**config.mk**
```make
export PLATFORM = sky130hd
export DESIGN_NAME = fir_coef_loader
export DESIGN_NICKNAME = d
export VERILOG_FILES = /design/src/rtl/fir_coef_loader_pkg.sv /design/src/rtl/fir_coef_idx_cnt.sv /design/src/rtl/fir_coef_loader.sv
export SDC_FILE = /design/constraint.sdc
export NUM_CORES = 1
export LEC_CHECK = 0
export CORE_AREA = 2 2 80 82
export DETAILED_ROUTE_END_ITERATION = 10
export DIE_AREA = 0 0 82 84
export MAX_ROUTING_LAYER = met4
export PLACE_DENSITY = 0.91
export SLEW_MARGIN = 20
export SYNTH_ARGS = -nofsm -noshare
export SYNTH_HDL_FRONTEND = slang
export SYNTH_SLANG_ARGS = --single-unit
```
**constraint.sdc**
```tcl
create_clock -name clk_i -period 6.8 [get_ports clk_i]
set_input_delay 0.68 -clock clk_i [delete_from_list [all_inputs] [get_ports clk_i]]
set_output_delay 0.68 -clock clk_i [all_outputs]
set_load 0.05 [all_outputs]
```
**src/rtl/fir_coef_loader_pkg.sv**
```systemverilog
// Shared constants, FSM state encoding and wrap-lane helper for the FIR coefficient loader.
// The build defaults below apply only when the including flow has not set them.
`ifndef L_LDN
`define L_LDN 5
`endif
`ifndef P_LEN
`define P_LEN 6
`endif
`ifndef FIR_CO_WIDTH
`define FIR_CO_WIDTH 14
`endif

package fir_coef_loader_pkg;

   localparam int L_LDN        = `L_LDN;
   localparam int P_LEN        = `P_LEN;
   localparam int FIR_CO_WIDTH = `FIR_CO_WIDTH;
   localparam int LUT_LEN      = 2**L_LDN + 1;

   localparam logic [1:0] ST_IDLE = 2'd0;
   localparam logic [1:0] ST_LOAD = 2'd1;
   localparam logic [1:0] ST_WRAP = 2'd2;
   localparam logic [1:0] ST_FIN  = 2'd3;

   // The wrap row is row 0 rotated down by one lane, so tap j lands in lane j-1.
   function automatic int wrap_lane(input int j, input int p_len);
      return (j + p_len - 1) % p_len;
   endfunction

endpackage

```
**src/rtl/fir_coef_idx_cnt.sv**
```systemverilog
// Phase/tap index counters: i (phase) advances on every beat, j (tap) advances when i wraps.
module fir_coef_idx_cnt
   import fir_coef_loader_pkg::*;
#(
   parameter int  L_LDN = 5,
   parameter int  P_LEN = 6,
   localparam int J_W   = (P_LEN > 1) ? $clog2(P_LEN) : 1
) (
   input  logic             clk_i,
   input  logic             rst_i,
   input  logic             clr,
   input  logic             adv,
   output logic [L_LDN-1:0] i_idx,
   output logic [J_W-1:0]   j_idx,
   output logic             last,
   output logic             i_zero
);

   always_ff @(posedge clk_i) begin
      if (rst_i || clr) begin
         i_idx <= '0;
         j_idx <= '0;
      end else if (adv) begin
         i_idx <= i_idx + 1'b1;
         if (i_idx == '1) begin
            j_idx <= (j_idx == J_W'(P_LEN - 1)) ? '0 : j_idx + 1'b1;
         end
      end
   end

   assign last   = (i_idx == '1) && (j_idx == J_W'(P_LEN - 1));
   assign i_zero = (i_idx == '0);

endmodule

```
**src/rtl/fir_coef_loader.sv**
```systemverilog
// Writes a streamed coefficient file into the polyphase coefficient RAM and builds the wrap row.
// Optional checksum of accepted beats is enabled by defining FIR_COEF_CSUM_EN.
module fir_coef_loader
   import fir_coef_loader_pkg::*;
#(
   parameter int  L_LDN   = `L_LDN,
   parameter int  P_LEN   = `P_LEN,
   parameter int  CO_W    = `FIR_CO_WIDTH,
   parameter int  LUT_LEN = 2**L_LDN + 1,
   localparam int J_W     = (P_LEN > 1) ? $clog2(P_LEN) : 1
) (
   input  logic                  clk_i,
   input  logic                  rst_i,
   input  logic                  start_i,
   input  logic [CO_W-1:0]       coef_i,
   input  logic                  coef_vld_i,
   output logic                  coef_rdy_o,
   output logic                  wr_en_o,
   output logic [L_LDN:0]        wr_addr_o,
   output logic [P_LEN*CO_W-1:0] wr_data_o,
   output logic [P_LEN-1:0]      wr_lane_o,
   output logic                  busy_o,
   output logic                  done_o,
   output logic [15:0]           csum_o,
   output logic [1:0]            state_o
);

   localparam logic [P_LEN-1:0] LANE0     = P_LEN'(1);
   localparam logic [L_LDN:0]   WRAP_ADDR = (L_LDN + 1)'(LUT_LEN - 1);

   logic [1:0]       state, state_nxt;
   logic             cnt_clr, cnt_adv, accept;
   logic [L_LDN-1:0] idx_i;
   logic [J_W-1:0]   idx_j;
   logic             idx_last, idx_i_zero;

   fir_coef_idx_cnt #(
      .L_LDN (L_LDN),
      .P_LEN (P_LEN)
   ) u_idx_cnt (
      .clk_i  (clk_i),
      .rst_i  (rst_i),
      .clr    (cnt_clr),
      .adv    (cnt_adv),
      .i_idx  (idx_i),
      .j_idx  (idx_j),
      .last   (idx_last),
      .i_zero (idx_i_zero)
   );

   // Handshake: a beat transfers on a rising edge where coef_vld_i and coef_rdy_o are
   // both high; coef_rdy_o depends on the state register alone, never on coef_vld_i.
   assign coef_rdy_o = (state == ST_LOAD);
   assign accept     = coef_rdy_o && coef_vld_i;
   assign busy_o     = (state != ST_IDLE);
   assign done_o     = (state == ST_FIN);
   assign state_o    = state;

   always_comb begin
      state_nxt = state;
      cnt_clr   = 1'b0;
      cnt_adv   = 1'b0;
      case (state)
         ST_IDLE: begin
            if (start_i) begin
               state_nxt = ST_LOAD;
               cnt_clr   = 1'b1;
            end
         end
         ST_LOAD: begin
            if (coef_vld_i) begin
               cnt_adv = 1'b1;
               if (idx_last) begin
                  state_nxt = ST_FIN;
               end else if (idx_i_zero) begin
                  state_nxt = ST_WRAP;
               end
            end
         end
         ST_WRAP: state_nxt = ST_LOAD;
         ST_FIN:  state_nxt = ST_IDLE;
         default: state_nxt = ST_IDLE;
      endcase
   end

   // In WRAP the counters have only moved i past 0, so idx_j is still the tap of the
   // beat being mirrored and wr_data_o still holds its coefficient.
   always_ff @(posedge clk_i) begin
      if (rst_i) begin
         state     <= ST_IDLE;
         wr_en_o   <= 1'b0;
         wr_addr_o <= '0;
         wr_data_o <= '0;
         wr_lane_o <= '0;
      end else begin
         state   <= state_nxt;
         wr_en_o <= 1'b0;
         if (accept) begin
            wr_en_o   <= 1'b1;
            wr_addr_o <= {1'b0, idx_i};
            wr_data_o <= {P_LEN{coef_i}};
            wr_lane_o <= LANE0 << idx_j;
         end else if (state == ST_WRAP) begin
            wr_en_o   <= 1'b1;
            wr_addr_o <= WRAP_ADDR;
            wr_lane_o <= LANE0 << wrap_lane(int'(idx_j), P_LEN);
         end
      end
   end

`ifdef FIR_COEF_CSUM_EN
   logic [15:0] csum;

   always_ff @(posedge clk_i) begin
      if (rst_i || (state == ST_IDLE && start_i)) begin
         csum <= '0;
      end else if (accept) begin
         csum <= csum + 16'($signed(coef_i));
      end
   end

   assign csum_o = csum;
`else
   assign csum_o = '0;
`endif

endmodule

```
# After elaboration in Yosys (flattened, before gate mapping)
# Index checks and enable logic that the tools add are counted.
# op_classes
add_sub_neg	4
div	1
eq_ne	8
shifts	2
mux	16
reduce_logical	10
# ops
op	n
$mod A32 B4 Y32 const B	1
$shl A1 B32 Y6 const A	1
$mux W6	2
$mux W5	2
$mux W2	4
$pmux W2 S4	1
$mux W1	6
$shl A1 B3 Y6 const A	1
$add A5 B1 Y5 const B	1
$eq A5 B5 Y1 const B	1
$logic_not A5 Y1	1
$sub A4 B1 Y5 const B	1
$add A3 B3 Y4 const B	1
$eq A2 B2 Y1 const B	2
$ne A2 B2 Y1 const B	2
$reduce_bool A2 Y1	2
$add A3 B1 Y3 const B	1
$eq A3 B3 Y1 const B	1
$mux W3	1
$ne A3 B1 Y1 const B	1
$reduce_and A3 Y1	1
$eq A2 B1 Y1 const B	1
$logic_and A1 B1 Y1	2
$logic_not A2 Y1	1
other kinds (3)	3
# word_totals
register_bits	107
input_bits	18
out_inout_bits	118
word_cells	49

# Longest topological paths before layout
# Gate-level depths: netlist of the first run.
# logic_depth
ltp_word	6
ltp_mapped	10
ltp_nobuf	10

# Modules after synthesis
# A second synthesis of the first run with hierarchy kept.
# unflattened
hier_cells	301
area_unflattened_um2	2478.6
# modules_own_cells
module	instances	cells_each	area_per_inst_um2	seq_area_each_um2
fir_coef_loader	1	260	2040.7	580.6
fir_coef_idx_cnt	1	41	437.9	160.2

# Least setup slack after synthesis of the first run
# OpenSTA, ideal clock, no wires.
# synth_path
path_type	reg2out
from	reg state[0], in the netlist state_o[0]
to	out coef_rdy_o
t_arrival_ns	1.820
required_time_ns	6.120
path_slack_ns	4.300
stages_incl_launch_ff	4
n_path_buf	2
path_cell_list	dfxtp_1 buf_6 clkbuf_1 nor2b_1
# synth_between
elab_chain_cells	1
# synth_lines
element	line_no	text
start: declaration	fir_coef_loader.sv:31	logic [1:0] state, state_nxt;
start signal: assignment	fir_coef_loader.sv:96	state <= state_nxt;
$eq A2 B1 Y1	fir_coef_loader.sv:53	assign coef_rdy_o = (state == ST_LOAD);
end: declaration	fir_coef_loader.sv:17	output logic coef_rdy_o,
# Every way passes these cells.

# Worst setup path after layout of the first run
# layout_path
from	in coef_vld_i
to	reg wr_lane_o[5]
# layout_between
elab_chain_cells	2
word_cells_on_any_way	3
cone_classes	1 x mux; 2 x reduce/logical
# layout_lines
element	line_no	text
start: declaration	fir_coef_loader.sv:16	input logic coef_vld_i,
$logic_and A1 B1 Y1 *	fir_coef_loader.sv:54	assign accept = coef_rdy_o && coef_vld_i;
$mux W6 or $reduce_bool A2 Y1 (tied branches)	--	
end signal: assignment	fir_coef_loader.sv:102	wr_lane_o <= LANE0 << idx_j;
end signal: assignment	fir_coef_loader.sv:106	wr_lane_o <= LANE0 << wrap_lane(int'(idx_j), P_LEN);
end: declaration	fir_coef_loader.sv:21	output logic [P_LEN-1:0] wr_lane_o,
# Every way passes the cells marked *; elsewhere a longest branch is shown, timed or not.
# A chain may end at the register's enable or synchronous reset.

==> impl_metrics.tcl, run 1 <==
set metrics [dict create \
    synth_edf_count 0 \
    fillCellCount 578 \
    rsz0062_at_grt "false" \
    tns_ps 0 \
    p_sw_share_pct 39.5 \
    routed_via_density 4.67 \
    max_freq_mhz 338 \
    synthToLayoutAreaGrowth_pct 28.0 \
    post_cts_resized 0 \
    start_util_pct 40.0 \
    die_w_um 82 \
    finalMaxSlewViolations 0 \
    cts-buffers-inserted 5 \
    grt_pass1_vias 1758 \
    relSlewSlack_pct 32.2 \
    syn-cell-area_sq_um 2440 \
    track_usage_pct 15.7 \
    cts_tree "built" \
    synthFlopType "dfxtp_1" \
    r2r_end "wr_lane_o[3]" \
    drc 0 \
    post_cts.repair.setup_buffers 0 \
    path_buf_inv 1 \
    crit_path_end_kind "flip-flop" \
    async_reset_ff_share_pct 0 \
    io_pins 136 \
    crit_required_ps 7030 \
    rr_worst_depth 10 \
    fp.dieH_um 84 \
    hold_start "wr_lane_o[4]" \
    clk_pin_slew_ps 70 \
    hold_path_depth 1 \
    synth_cell_types 46 \
    cp_top_family "simple AND/OR/NAND/NOR gates" \
    power_mw 0.583 \
    pwr-share-comb_pct 34.0 \
    grt_pass1_wl_um 8360 \
    cts_hold_buf 0 \
    fin_crit_ps 2960 \
    place.gp.congestion 0.793 \
    status "finished, final reports clean" \
    p_per_area_nw_per_um2 187 \
    wl_per_cell_um 12.5 \
    root_buffer "clkbuf_8" \
    ctsHtreeMaxLevel 2 \
    fin_crit_sh_pct 43.5 \
    cpPeakStageDelay_ps 750 \
    first_pass_iters 4 \
    num-nets-final 368 \
    leakagePower_nw 1.15 \
    cts_sinks 37 \
    r2r-start "u_idx_cnt.j_idx[0]" \
    cp_max_fo 25 \
    port_buffers 119 \
    clock_path_buffers 2 \
    cp.arrival_ps 3190 \
    hold_viol 0 \
    worst_slew_pin_slew_ps 1010 \
    seq_area_frac_synth_pct 30.4 \
    wl_um 5240 \
    rows 29 \
    ys_seq_elements 37 \
    clock_latency_ps 290 \
    drive_above_1_share_pct 4.94 \
    seqPwrFrac_pct 40.0 \
    clockPowerShare_pct 26.0 \
    ir_drop_mv 0.155 \
    worstHoldEndpoint "wr_lane_o[4]" \
    max-cap-violations 0 \
    drt_iter0_markers 43 \
    ys_warn_count 0 \
    setup_viol 0 \
    num_vias 1966 \
    cp-start-kind "input port" \
    synthCells 301 \
    grt_start_max_net_pins 28 \
    crit_slowest_cell "nand3b_1" \
    skew_ps 7.91 \
    hpwl_um 3910 \
    r2r_setup_slack_ps 4020 \
    worstSetupPathType "input port to flip-flop" \
    grt_overflow 0 \
    core_sq_um 6100 \
    cp_cell_sequence "clkdlybuf4s50_1, nand3b_1, xor2_1, nor4b_4, a32o_2" \
    final_core_utilization_pct 51.2 \
    intPower_mw 0.353 \
    ant_nets 0 \
    syn_area_per_cell_sq_um 8.09 \
    diodes 0 \
    switchingPower_mw 0.230 \
    hold_path_class "flip-flop to flip-flop" \
    antenna_found_initial 0 \
    dieArea_sq_um 6890 \
]
cell families after synthesis:
group	Yosys count	share of synthesized area [%]
XOR/XNOR	5	1.80
AND/OR/NAND/NOR	86	17.2
buffers and inverters	107	31.5
other	1	0.154
flip-flops	37	30.4
AO/OA/AOI/OAI	58	15.4
adder cells (fa/ha/maj)	7	3.60
how the worst max path moves through the flow:
stage,start,to,slack (ps),depth (start not counted)
after floorplan,state_o[0],coef_rdy_o,4300,3
after global placement,coef_vld_i,wr_lane_o[5],3610,7
after detailed placement,coef_vld_i,wr_lane_o[5],3510,5
after CTS,coef_vld_i,wr_lane_o[5],3800,5
after global routing,coef_vld_i,wr_lane_o[5],3600,5
final,coef_vld_i,wr_lane_o[5],3840,5
cells in the mapped netlist (all sizes together), types with 2 or more instances:
master / n / area [sq um]
a21o: 2 / 16.3
ha: 7 / 87.6
nand2b: 6 / 37.5
nand2: 40 / 150
inv: 8 / 30.0
nand4: 2 / 12.5
nand3: 6 / 30.0
a32o: 2 / 21.3
a22o: 4 / 35.0
xor2: 4 / 35.0
buf: 93 / 704
a21oi: 32 / 164
nor2: 21 / 78.8
clkbuf: 6 / 33.8
a211oi: 5 / 37.5
o21ai: 6 / 30.0
and3: 2 / 12.5
dfxtp: 37 / 741
per-layer routing:
layer  wire length (um)  GRT usage [%]  vias to the layer above
met5                  0              -                        -
met4                 62           5.00                        0
met3                460           3.57                        7
met2               2610           26.8                       92
met1               2110           18.0                      891
li1                   -              -                      976
registers in the layout, indices dropped and copies added (netlist names):
signal	count
wr_data_o	14
state_o	2
wr_en_o	1
u_idx_cnt.i_idx	5
wr_lane_o	6
wr_addr_o	6
u_idx_cnt.j_idx	3
stage by stage:
step / cell area (sq um) / cells / setup slack, ps / hold slack (ps)
5_1_grt: 3120 / 421 / 3600 / 506
6_report: 3120 / 421 / 3840 / 479
3_3_place_gp: 3040 / 413 / 3610 / 459
4_1_cts: 3120 / 421 / 3800 / 482
3_5_place_dp: 3040 / 413 / 3510 / 461
2_1_floorplan: 2490 / 316 / 4300 / 462
cells in the final DEF, fill, tap and decap left out, types with 5 or more instances in the layout:
cell type / instances
a211oi_1: 5
a21oi_1: 31
clkbuf_8: 5
clkdlybuf4s50_1: 118
conb_1: 16
dfxtp_1: 37
ha_1: 7
inv_1: 7
nand2_1: 40
nand2b_1: 6
nand3_1: 6
nor2_1: 21
final cells by class:
cell class | instances | area, sq um | area share [%]
Clock buffer | 6 | 72.6 | 2.33
Clock inverter | 2 | 10.0 | 0.321
Inverter | 8 | 30.0 | 0.963
Multi-Input combinational cell | 172 | 983 | 31.5
Sequential cell | 37 | 741 | 23.7
Tap cell | 77 | 96.3 | 3.09
Timing Repair Buffer | 119 | 1190 | 38.0
power groups by stage:
stage          logic [mW]  registers (mW)  clock network (mW)
3_5_place_dp        0.199           0.239                   0
3_3_place_gp        0.197           0.238                   0
2_1_floorplan       0.153           0.255                   0
6_report            0.198           0.233               0.151
5_1_grt             0.207           0.235               0.164
4_1_cts             0.199           0.234               0.154
Note: power is estimated with default switching activity, not from simulation.
==> run 2: changes to the inputs <==
--- a/config.mk
+++ b/config.mk
@@ -5,11 +5,11 @@
 export SDC_FILE = /design/constraint.sdc
 export NUM_CORES = 1
 export LEC_CHECK = 0
-export CORE_AREA = 2 2 80 82
+export CORE_AREA = 2 2 87 89
 export DETAILED_ROUTE_END_ITERATION = 10
-export DIE_AREA = 0 0 82 84
+export DIE_AREA = 0 0 89 91
 export MAX_ROUTING_LAYER = met4
-export PLACE_DENSITY = 0.91
+export PLACE_DENSITY = 0.82
 export SLEW_MARGIN = 20
 export SYNTH_ARGS = -nofsm -noshare
 export SYNTH_HDL_FRONTEND = slang
==> constraint.sdc (replaced) <==
create_clock -name clk_i -period 2.6 [get_ports clk_i]
set_input_delay 0.26 -clock clk_i [delete_from_list [all_inputs] [get_ports clk_i]]
set_output_delay 0.26 -clock clk_i [all_outputs]
set_load 0.05 [all_outputs]
==> impl_metrics.tcl, run 2 (synthesized netlist as in run 1, its figures left out) <==
set metrics [dict create \
    final_core_utilization_pct 45.5 \
    largest_reg_flops 14 \
    track_usage_pct 14.2 \
    wl_um 5530 \
    r2r-start "u_idx_cnt.j_idx[1]" \
    cts_sinks 37 \
    num_vias 2034 \
    grt_pass1_vias 1879 \
    max-cap-violations 0 \
    die_w_um 89 \
    post_cts.repair.setup_buffers 0 \
    max_flop_register "wr_data_o" \
    hpwl_um 4240 \
    largestRegisters "wr_data_o x14, wr_addr_o x6, wr_lane_o x6" \
    place.gp.congestion 0.770 \
    start_util_pct 34.1 \
    layout.cells.non_filler 450 \
    routed_via_density 4.52 \
    clock_path_buffers 2 \
    grt_overflow 0 \
    cts_hold_buf 0 \
    max_freq_mhz 411 \
    hold_start "wr_lane_o[5]" \
    diodes 0 \
    core_sq_um 7140 \
    hold_viol 0 \
    worst_slew_pin_slew_ps 590 \
    drt_iter0_markers 54 \
    clk_pin_slew_ps 80 \
    root_buffer "clkbuf_8" \
    final_cell_mix "clkdlybuf4s50_1, nand2_1, dfxtp_1" \
    antenna_found_initial 0 \
    skew_ps 3.54 \
    status "finished, final reports clean" \
    r2r_end "wr_lane_o[5]" \
    crit_end "wr_lane_o[5]" \
    worstSetupStartpoint "u_idx_cnt.j_idx[1]" \
    finalMaxSlewViolations 0 \
    multi_input_area_sq_um 1020 \
    worstSetupPathType "flip-flop to flip-flop" \
    fp.dieH_um 91 \
    cts_tree "built" \
    rows 31 \
    cp.arrival_ps 2670 \
    io_pins 136 \
    cp_max_fo 7 \
    regArea_sq_um 742 \
    first_pass_iters 4 \
    rr_worst_depth 10 \
    fillCellCount 704 \
    hold_path_class "flip-flop to flip-flop" \
    ctsHtreeMaxLevel 2 \
    r2r_setup_slack_ps 170 \
    leakagePower_nw 1.18 \
    stdcell_area_sq_um 3250 \
    place_inst 442 \
    hold_path_depth 1 \
    final_common_cell "clkdlybuf4s50_1" \
    drive_above_1_share_pct 8.55 \
    dieArea_sq_um 8100 \
    num-nets-final 375 \
    fin_crit_sh_pct 93.5 \
    synthToLayoutAreaGrowth_pct 33.3 \
    cts-buffers-inserted 5 \
    hold_ws_ps 476 \
    crit_required_ps 2840 \
    post_cts_resized 3 \
    post_dp_cell_area_sq_um 3120 \
    ir_drop_mv 0.301 \
    clock_latency_ps 290 \
    wl_per_cell_um 12.3 \
    setup_viol 0 \
    ant_nets 0 \
    grt_pass1_wl_um 8990 \
    port_buffers 119 \
    fin_crit_ps 2430 \
    grt_start_max_net_pins 21 \
    crit_path_end_kind "flip-flop" \
    cp-start-kind "flip-flop" \
    p_per_area_nw_per_um2 478 \
    drc 0 \
    relSlewSlack_pct 60.5 \
]
==> run 2: final cells by class <==
class | count | area share, %
Clock buffer | 5 | 2.12
Sequential cell | 37 | 22.8
Clock inverter | 3 | 0.655
Multi-Input combinational cell | 172 | 31.4
Timing Repair Buffer | 126 | 38.3
Inverter | 8 | 0.924
Tap cell | 99 | 3.81
==> run 2: critical path, stage by stage (launching register included) <==
cell and delay (ps):
dfxtp_2 410, ha_4 190, xor2_2 220, inv_1 70, ha_1 280, nand2b_1 190
o21ai_2 180, nand2_1 70, a31o_2 250, nor4b_4 310, a32o_2 210
==> run 2: report_power, final <==
group          switching (mW)  internal, mW
sequential             0.0267         0.583
clock                   0.223         0.190
combinational           0.368         0.160
total                   0.618         0.933
==> run 2: worst min-delay path by stage <==
stage                               end
after global routing      wr_data_o[79]
after detailed placement   wr_lane_o[5]
after global placement     wr_lane_o[4]
after CTS                  wr_lane_o[5]
final                      wr_lane_o[5]
after floorplan           wr_data_o[72]
==> run 2: through the flow <==
step	power, mW	worst slack (ps)	TNS, ps
2_1_floorplan	1.07	211	0
3_3_place_gp	1.15	121	0
3_5_place_dp	1.15	-41.2	-78.0
4_1_cts	1.58	75.4	0
5_1_grt	1.63	-20.5	-20.5
6_report	1.55	168	0
==> run 2: layer usage <==
metal / global-route usage [%] / up-vias / wire (um) / part of all wire [%]
met5: - / - / 0 / 0
met4: 3.23 / 0 / 24 / 0.43
met3: 4.18 / 2 / 392 / 7.1
met2: 24.5 / 86 / 2830 / 51
met1: 16.0 / 950 / 2280 / 41
li1: - / 996 / - / -
